===== src/rtl/csa_stream_accumulator.sv =====
// Carry-save stream accumulator: sums a packet of narrow operands in redundant form,
// then resolves to binary. Define CSA_ACC_OVF_EN to compile the sticky overflow flag.
module csa_stream_accumulator #(
    parameter int unsigned WIDTH = 3,
    parameter int unsigned ACC_W = 8,
    parameter int unsigned CNT_W = 8
) (
    input  logic             clk,
    input  logic             rst,
    input  logic             in_valid,
    output logic             in_ready,
    input  logic [WIDTH-1:0] in_data,
    input  logic             in_last,
    output logic             out_valid,
    input  logic             out_ready,
    output logic [ACC_W-1:0] out_data,
    output logic [CNT_W-1:0] out_cnt,
    output logic             out_ovf
);

    if (ACC_W < WIDTH + 1) begin : g_width_check
        $error("ACC_W must be at least WIDTH+1");
    end

    typedef enum logic [1:0] {StAccum, StResolve, StOutput} state_e;

    state_e state_q, state_d;

    logic [ACC_W-1:0] s_q, s_d;
    logic [ACC_W-1:0] c_q, c_d;
    logic [CNT_W-1:0] cnt_q, cnt_d;
    logic [ACC_W-1:0] out_data_q, out_data_d;
    logic [CNT_W-1:0] out_cnt_q, out_cnt_d;

    logic [ACC_W-1:0] x_ext;
    logic [ACC_W-1:0] maj_acc;
    logic [ACC_W-1:0] and_res;
    logic [CNT_W-1:0] cnt_inc;
    logic             c_zero;

    assign x_ext   = ACC_W'(in_data);
    assign maj_acc = (s_q & c_q) | (s_q & x_ext) | (c_q & x_ext);
    assign and_res = s_q & c_q;
    assign c_zero  = (c_q == '0);
    assign cnt_inc = (cnt_q == '1) ? cnt_q : cnt_q + CNT_W'(1);

    // State register
    always_ff @(posedge clk) begin
        if (rst) begin
            state_q <= StAccum;
        end else begin
            state_q <= state_d;
        end
    end

    // Next-state logic
    always_comb begin
        state_d = state_q;
        unique case (state_q)
            StAccum: begin
                if (in_valid && in_last) begin
                    state_d = StResolve;
                end
            end
            StResolve: begin
                if (c_zero) begin
                    state_d = StOutput;
                end
            end
            StOutput: begin
                if (out_ready) begin
                    state_d = StAccum;
                end
            end
            default: state_d = StAccum;
        endcase
    end

    // Handshake outputs depend on state only, so no out_ready -> in_ready path exists
    always_comb begin
        in_ready  = (state_q == StAccum);
        out_valid = (state_q == StOutput);
    end

`ifdef CSA_ACC_OVF_EN
    logic ovf_q, ovf_d;
    logic out_ovf_q, out_ovf_d;
`endif

    always_comb begin
        s_d        = s_q;
        c_d        = c_q;
        cnt_d      = cnt_q;
        out_data_d = out_data_q;
        out_cnt_d  = out_cnt_q;
`ifdef CSA_ACC_OVF_EN
        ovf_d      = ovf_q;
        out_ovf_d  = out_ovf_q;
`endif
        unique case (state_q)
            StAccum: begin
                if (in_valid) begin
                    s_d   = s_q ^ c_q ^ x_ext;
                    c_d   = maj_acc << 1;
                    cnt_d = cnt_inc;
`ifdef CSA_ACC_OVF_EN
                    ovf_d = ovf_q | maj_acc[ACC_W-1];
`endif
                end
            end
            StResolve: begin
                if (c_zero) begin
                    out_data_d = s_q;
                    out_cnt_d  = cnt_q;
`ifdef CSA_ACC_OVF_EN
                    out_ovf_d  = ovf_q;
`endif
                end else begin
                    s_d = s_q ^ c_q;
                    c_d = and_res << 1;
`ifdef CSA_ACC_OVF_EN
                    ovf_d = ovf_q | and_res[ACC_W-1];
`endif
                end
            end
            StOutput: begin
                if (out_ready) begin
                    s_d   = '0;
                    c_d   = '0;
                    cnt_d = '0;
`ifdef CSA_ACC_OVF_EN
                    ovf_d = 1'b0;
`endif
                end
            end
            default: begin
                s_d   = '0;
                c_d   = '0;
                cnt_d = '0;
            end
        endcase
    end

    always_ff @(posedge clk) begin
        if (rst) begin
            s_q        <= '0;
            c_q        <= '0;
            cnt_q      <= '0;
            out_data_q <= '0;
            out_cnt_q  <= '0;
        end else begin
            s_q        <= s_d;
            c_q        <= c_d;
            cnt_q      <= cnt_d;
            out_data_q <= out_data_d;
            out_cnt_q  <= out_cnt_d;
        end
    end

`ifdef CSA_ACC_OVF_EN
    always_ff @(posedge clk) begin
        if (rst) begin
            ovf_q     <= 1'b0;
            out_ovf_q <= 1'b0;
        end else begin
            ovf_q     <= ovf_d;
            out_ovf_q <= out_ovf_d;
        end
    end

    assign out_ovf = out_ovf_q;
`else
    assign out_ovf = 1'b0;
`endif

    assign out_data = out_data_q;
    assign out_cnt  = out_cnt_q;

endmodule


===== config.mk =====
export PLATFORM = sky130hd
export DESIGN_NAME = csa_stream_accumulator
export DESIGN_NICKNAME = d
export VERILOG_FILES = /design/src/rtl/csa_stream_accumulator.sv
export SDC_FILE = /design/constraint.sdc
export NUM_CORES = 1
export LEC_CHECK = 0
export ABC_CLOCK_PERIOD_IN_PS = 2860
export CAP_MARGIN = 15
export CORE_AREA = 3 3 67 69
export DETAILED_ROUTE_END_ITERATION = 10
export DIE_AREA = 0 0 70 72
export PLACE_DENSITY = 0.81
export SLEW_MARGIN = 20
export SYNTH_ARGS = -nofsm -noshare
export SYNTH_HDL_FRONTEND = slang
export SYNTH_SLANG_ARGS = --single-unit

===== constraint.sdc =====
create_clock -name clk -period 2.86 [get_ports clk]
set_input_delay 0.286 -clock clk [delete_from_list [all_inputs] [get_ports clk]]
set_output_delay 0.286 -clock clk [all_outputs]
set_load 0.05 [all_outputs]

=== After elaboration in Yosys (flattened, before gate mapping) ===
Index checks and enable logic that the tools add are counted.

* Bits in registers: 42
* Output and inout bits: 19
* Logic and storage cells: 45

* $add $sub $neg: 1
* Equality and inequality tests: 9
* Mux-type cells: 14
* Bitwise logic cells: 8
* Reduce and logical (&&, ||, !) cells: 7

{| class="wikitable"
|+ Operator list
! operator !! count
|-
| $pmux 8 s3 || 3
|-
| $mux 8 || 7
|-
| $and 7x3->7 || 2
|-
| $or 7x7->7 || 2
|-
| $add 8x1->8 const B || 1
|-
| $eq 8x8->1 const B || 1
|-
| $logic_not 8->1 || 1
|-
| $ne 2x2->1 const B || 4
|-
| $xor 8x3->8 || 1
|-
| $xor 8x8->8 || 1
|-
| $and 7x7->7 || 1
|-
| $mux 2 || 3
|-
| $pmux 2 s3 || 1
|-
| $reduce_and 3->1 || 2
|-
| $ne 2x1->1 const B || 2
|-
| $reduce_and 4->1 || 1
|-
| $eq 2x1->1 const B || 1
|-
| $eq 2x2->1 const B || 1
|-
| $logic_not 2->1 || 1
|-
| $reduce_and 2->1 || 1
|-
| $logic_and 1x1->1 || 1
|-
| $not 1->1 || 1
|}

=== Logic depth before layout (Yosys ltp) ===
Gate-level depths: netlist of the first run.

* Depth in word-level cells: 5
* Mapped depth: 6
* Mapped depth without buffers: 5

=== Worst setup path after synthesis of the first run ===
No wires, ideal clock.

* Path type: flip-flop to output port
* Start point: reg state_q[1]
* End point: out out_valid
* Data arrival time: 1.419 ns
* Path slack: 1.155 ns
* Cell stages (with the launch flop): 4
* Path buffers: 2
* Path through: dfxtp_1 buf_2 clkbuf_1 nor2b_1

* Cells in the longest elaborated chain, start to end: 1

{| class="wikitable"
|+ RTL lines
! item !! RTL line !! RTL
|-
| from (decl) || 27 || <nowiki>state_e state_q, state_d;</nowiki>
|-
| from (signal assigned) || 50 || <nowiki>state_q <= StAccum;</nowiki>
|-
| from (signal assigned) || 52 || <nowiki>state_q <= state_d;</nowiki>
|-
| $eq 2x2->1 || 82 || <nowiki>out_valid = (state_q == StOutput);</nowiki>
|-
| to (decl) || 14 || <nowiki>output logic out_valid,</nowiki>
|}

Every way passes these cells.

=== Worst setup path in the final report of the first run ===
* Start point: reg state_q[1]
* End point: out in_ready

* Cells in the longest elaborated chain, start to end: 1

{| class="wikitable"
|+ RTL lines
! item !! RTL line !! RTL
|-
| $logic_not 2->1 || 81 || <nowiki>in_ready = (state_q == StAccum);</nowiki>
|-
| to (decl) || 11 || <nowiki>output logic in_ready,</nowiki>
|}

Every way passes these cells.

==> out/results.tsv, run 1 <==
metric	value	unit
grt_antenna_before_repair	0	
diodes	0	
async_flop_share	0	
tightest_slew	0.981	ns
maxSlewViolCount	0	
synth_nets	243	
drt_first_pass_iters	4	
die_h	72	um
cp.required	2.57	ns
skew	0.00963	ns
outcome	finished, final reports clean	
place_congestion	0.895	
cts_tree	yes	
start_util	0.491	
p_comb_frac	0.112	
p_int	0.000797	W
nNetsFinal	259	
hold_path_class	reg2reg	
vias	1699	
post-route-min-period	2.35	ns
syn_area	0.00195	mm2
clock_latency	0.31	ns
drive_above_1_share	0.0620	
antenna_left	0	
grt_pass1_wl	7.50	mm
drv_cap	0	
route.met2.wl	2.14	mm
cts_resized	0	
path_cells	or2_4, clkinv_4, clkdlybuf4s50_1	
ys_types	45	
wl	4.27	mm
layout_commonest_cell	dfxtp_1	
leakage	0.775	nW
io_pins	27	
cts.htree.levels	2	
postCtsSetupRepairBufs	0	
ir_drop	318	uV
clock-sinks	41	
drc	0	
arrival	2.06	ns
cp_slowest_cell	clkdlybuf4s50_1	
clockPowerShare	0.344	
rsz0062_at_grt	no	
numCtsBuffers	5	
dp_hpwl	2.91	mm
path_clk_slew	0.08	ns
fill_cells	365	
p_per_area	487	mW/mm2
synth-seq-area-share	0.421	
grt_overflow	0	
yosys_most_used_dff	dfxtp_1	
fin_crit_sh	0.821	
slew_headroom	0.343	
floorplan.rows	23	
die_width	70	um
io_buffer_count	25	
p_seq_frac	0.545	
grt_max_degree	34	
switchingPower	0.000306	W
dieArea	0.00504	mm2
slowest_delay	0.70	ns
yosysWarnings	0	
hold_buffers	0	
core	0.00397	mm2
start_kind	register	
cts_buffer_depth	2	
swShare	0.278	
grt_pass1_vias	1661	
setup_viol	0	
total_power	0.00110	W
avgRoutedWirePerCell	14.6	um
crit_path_end_kind	primary output	
critPathMaxFanout	21	
clock.fmax	0.426	GHz
cts_root_buffer	clkbuf_8	
layout_common_cells	dfxtp_1, a21oi_1, nand2_1, clkdlybuf4s50_1, o21ai_0	
dr_wl_met3	183	um
syn2layout_area_growth	16.0	%
wl_met1	1.86	mm
critical_path_class	reg2out	
syn_inst	225	
setup-tns-final	0	ns
vias_per_cell	5.82	
drtIter0Drc	120	
maxUsedRoutingLayer	met4	
hold_viol	0	
synth_edf_count	0	
ys_seq_elements	41	
synth.avg_cell_area	8.67	um2
grt.total_usage	0.184	
-- through the flow --
step	hold slack (ns)	setup slack, ns	util	instances	cell area [um2]
after floorplan	0.446	1.16	-	225	1950
after global placement	0.444	0.780	0.548	284	2180
after detailed placement	0.451	0.729	0.548	284	2180
after CTS	0.462	0.529	0.570	292	2260
after global routing	0.477	0.430	0.570	292	2260
final	0.458	0.511	0.570	292	2260
-- cell usage after synthesis (3+ instances only) --
cell / n / area (um2)
a21oi_1: 37 / 185
buf_4: 3 / 22.5
nor3_1: 5 / 25.0
ha_1: 8 / 100
mux2i_1: 4 / 40.0
clkbuf_1: 7 / 26.3
nand4b_1: 9 / 78.8
buf_2: 4 / 20.0
or4_1: 4 / 30.0
o21ai_0: 16 / 80.1
nand2_1: 37 / 139
nor2_1: 3 / 11.3
o21ai_1: 3 / 15.0
nand3_1: 6 / 30.0
dfxtp_1: 41 / 821
-- routing by layer --
metal,GRT usage,up-vias
met5,0,-
met4,0.0915,0
met3,0.0443,9
met2,0.310,45
met1,0.222,799
li1,-,846
-- power by group through the flow --
| stage | Combinational [W] | Sequential, W | Clock, W |
|---|---|---|---|
| 2_1_floorplan | 0.0000935 | 0.000609 | 0 |
| 3_3_place_gp | 0.000121 | 0.000613 | 0 |
| 3_5_place_dp | 0.000123 | 0.000614 | 0 |
| 4_1_cts | 0.000123 | 0.000600 | 0.000389 |
| 5_1_grt | 0.000138 | 0.000603 | 0.000411 |
| 6_report | 0.000123 | 0.000601 | 0.000379 |
-- layout make-up --
cell class	count	area [um2]	area share
inverters	3	16.3	0.00719
repair buffers	26	258	0.114
well taps	50	62.6	0.0277
clock buffers	5	68.8	0.0304
multi-input cells	164	1020	0.450
clock inverters	3	17.5	0.00774
flip-flops and latches	41	821	0.363
-- path summary, 6_finish.rpt --
check | to | from | cells past startpoint | slack [ns]
max | in_ready | state_q[1]$_SDFFE_PP0P_ | 3 | 0.51
min | out_cnt[7]$_SDFFE_PP0P_ | out_cnt[7]$_SDFFE_PP0P_ | 2 | 0.46
min reg2reg | out_cnt[7]$_SDFFE_PP0P_ | out_cnt[7]$_SDFFE_PP0P_ | 2 | 0.46
max reg2reg | c_q[5]$_SDFFE_PP0P_ | c_q[1]$_SDFFE_PP0P_ | 4 | 0.71
-- flip-flops by register name, summed over array words and instances (netlist names) --
name      count
cnt_q         8
out_cnt       8
out_data      8
s_q           8
c_q           7
state_q       2
-- cell families (layout without fill, tap and decap cells) --
kind of cell    Yosys count  after routing  share of synthesized area
mux                       4              4                     0.0205
simple gates             77             77                      0.219
buf+inv                  20             37                     0.0571
compound gates           71             71                      0.204
flops                    41             41                      0.421
other cells               1              1                    0.00192
fa+ha+maj                10             10                     0.0718
xor+xnor                  1              1                    0.00449
-- critical path: cells and delay by family (launching register included) --
family / cells / cell delay [ns]
and+or+nand+nor: 1 / 0.27
buffers and inverters: 2 / 0.79
DFF: 1 / 0.68
Power figures use the tool's default switching activity.
==> run 2: changes to the inputs <==
- ABC_CLOCK_PERIOD_IN_PS: 2860 -> 2040
- CORE_AREA: 3 3 67 69 -> 3 3 68 70
- DIE_AREA: 0 0 70 72 -> 0 0 71 73
- PLACE_DENSITY: 0.81 -> 0.82
- clock period: 2.86 -> 2.04 ns (I/O delays scaled with it)
==> run 2 against run 1 <==
Worst hold slack worse by 0.0032 ns; core utilization up 0.74 points; sequential cell count unchanged; die area up 2.8%; critical path type is now reg2reg; highest routed layer unchanged.
==> out/results.tsv, run 2 (synthesis results as in run 1) <==
metric	value	unit	change
path_clk_slew	0.08	ns	about the same
grt_pass1_wl	7.53	mm	+0.45%
cp_slowest_cell	dfxtp_1		
layout_common_cells	dfxtp_1, a21oi_1, nand2_1, clkdlybuf4s50_1, o21ai_0		
cp.required	2.27	ns	-0.30 ns
startpoint	state_q[1]$_SDFFE_PP0P_		
place_congestion	0.890		-0.63%
post-route-min-period	1.81	ns	
grt_antenna_before_repair	0		unchanged
wl	4.38	mm	+2.5%
floorplan.rows	23		unchanged
switchingPower	0.000419	W	+37%
setup_viol	0		unchanged
antenna_left	0		unchanged
layout_commonest_cell	dfxtp_1		
p_comb_frac	0.112		about the same
swShare	0.252		-0.0257
numCtsBuffers	5		unchanged
cts_buffer_depth	2		unchanged
dieArea	0.00518	mm2	+2.8%
dp_hpwl	3.05	mm	+5.0%
cts_tree	yes		
diodes	0		unchanged
p_seq_frac	0.504		-0.041
avgRoutedWirePerCell	14.8	um	+1.1%
drtIter0Drc	148		+23%
maxSlewViolCount	0		unchanged
die_h	73	um	+1.4%
die_width	71	um	+1.4%
vias	1721		+1.3%
drc	0		unchanged
start_util	0.484		-0.00702
io_pins	27		unchanged
cts_root_buffer	clkbuf_8		
skew	0.00642	ns	-0.00321 ns
vias_per_cell	5.81		about the same
grt.total_usage	0.181		-0.00320
path_buf_inv	0		-2
utilization	0.577		+0.00739
p_int	0.00124	W	+56%
cts.htree.levels	2		unchanged
hold_viol	0		unchanged
min_from	out_data[6]$_SDFFE_PP0P_		
syn2layout_area_growth	19.2	%	
hold_path_class	reg2reg		
ir_drop	476	uV	+49%
tightest_slew	0.578	ns	-0.402 ns
clock_latency	0.30	ns	about the same
drt_first_pass_iters	4		unchanged
critical_path_class	reg2reg		
slew_headroom	0.615		+0.272
critPathMaxFanout	17		-19%
hold_buffers	0		unchanged
p_per_area	715	mW/mm2	+47%
path_cells	or2_4, o21ai_2, or4_1, a21oi_1		
drive_above_1_share	0.0854		+0.0234
fill_cells	375		+2.7%
drv_cap	0		unchanged
grt_pass1_vias	1659		-0.12%
postCtsSetupRepairBufs	0		unchanged
reg2reg_from	state_q[1]$_SDFFE_PP0P_		
clockPowerShare	0.384		+0.040
clock-sinks	41		unchanged
io_buffer_count	25		unchanged
outcome	finished, final reports clean		
rsz0062_at_grt	no		
grt_overflow	0		unchanged
setup-tns-final	0	ns	unchanged
grt_max_degree	34		unchanged
crit_path_end_kind	register		
slowest_delay	0.60	ns	-0.10 ns
leakage	0.816	nW	+5.3%
nNetsFinal	264		+1.9%
cpLargestDelayFamily	simple AND/OR/NAND/NOR gates		
fin_crit_sh	0.888		
start_kind	register		
clock.fmax	0.552	GHz	
arrival	2.04	ns	-0.02 ns
core	0.00403	mm2	+1.4%
cts_resized	0		unchanged
run 2: cell count changes in the layout (fill, tap and decap cells not counted):
cell | previous run | this run
buf_12 | 0 | 1
bufinv_16 | 0 | 1
clkinv_2 | 2 | 1
clkinvlp_4 | 1 | 0
clkdlybuf4s50_1 | 25 | 23
buf_4 | 1 | 7
run 2: worst reg2reg max path, stage by stage (launching register included):
cell,delay [ns]
dfxtp_1,0.60
or2_4,0.26
o21ai_2,0.19
or4_1,0.55
a21oi_1,0.14
run 2: routing by layer:
metal | GRT usage | part of all wire | up-vias | routed length (um)
li1 | - | - | 857 | -
met1 | 0.229 | 0.44 | 813 | 1920
met2 | 0.302 | 0.50 | 45 | 2210
met3 | 0.0496 | 0.047 | 6 | 204
met4 | 0.0564 | 0.011 | 0 | 49
met5 | 0 | 0 | - | 0
run 2: final timing paths:
check | endpoint | slack [ns] | cells after the start
setup / recovery | s_q[1]$_SDFFE_PP0P_ | 0.23 | 4
hold / removal | out_data[6]$_SDFFE_PP0P_ | 0.46 | 2
hold reg to reg | out_data[6]$_SDFFE_PP0P_ | 0.46 | 2
setup reg to reg | s_q[1]$_SDFFE_PP0P_ | 0.23 | 4
run 2: metrics by stage:
stage               cell area (um2)  hold slack, ns  instances  setup slack [ns]  power [W]
finish                         2320           0.455        296             0.229    0.00166
global route                   2320           0.488        296            0.0677    0.00173
CTS                            2320           0.457        296             0.254    0.00167
detailed placement             2220           0.446        289             0.125    0.00104
global placement               2220           0.443        289             0.190    0.00104
floorplan                      1950           0.368        225             0.417   0.000985
run 2: layout make-up:
cell class              count  area [um2]  share of cell area
multi-input cells         164        1020               0.438
flip-flops and latches     41         821               0.353
repair buffers             31         303               0.130
clock buffers               5        68.8              0.0296
well taps                  50        62.6              0.0269
clock inverters             2        35.0              0.0151
inverters                   3        16.3             0.00700
run 2: power by group through the flow:
stage	clock network (W)	logic [W]	registers (W)
finish	0.000638	0.000187	0.000838
global route	0.000676	0.000208	0.000842
CTS	0.000645	0.000186	0.000839
detailed placement	0	0.000186	0.000858
global placement	0	0.000182	0.000857
floorplan	0	0.000131	0.000854
==> run 3: changes to the inputs <==
- SLEW_MARGIN: 20 -> unset
==> results of run 3 <==
Final layout, timing and power as in run 2 (identical DEF).
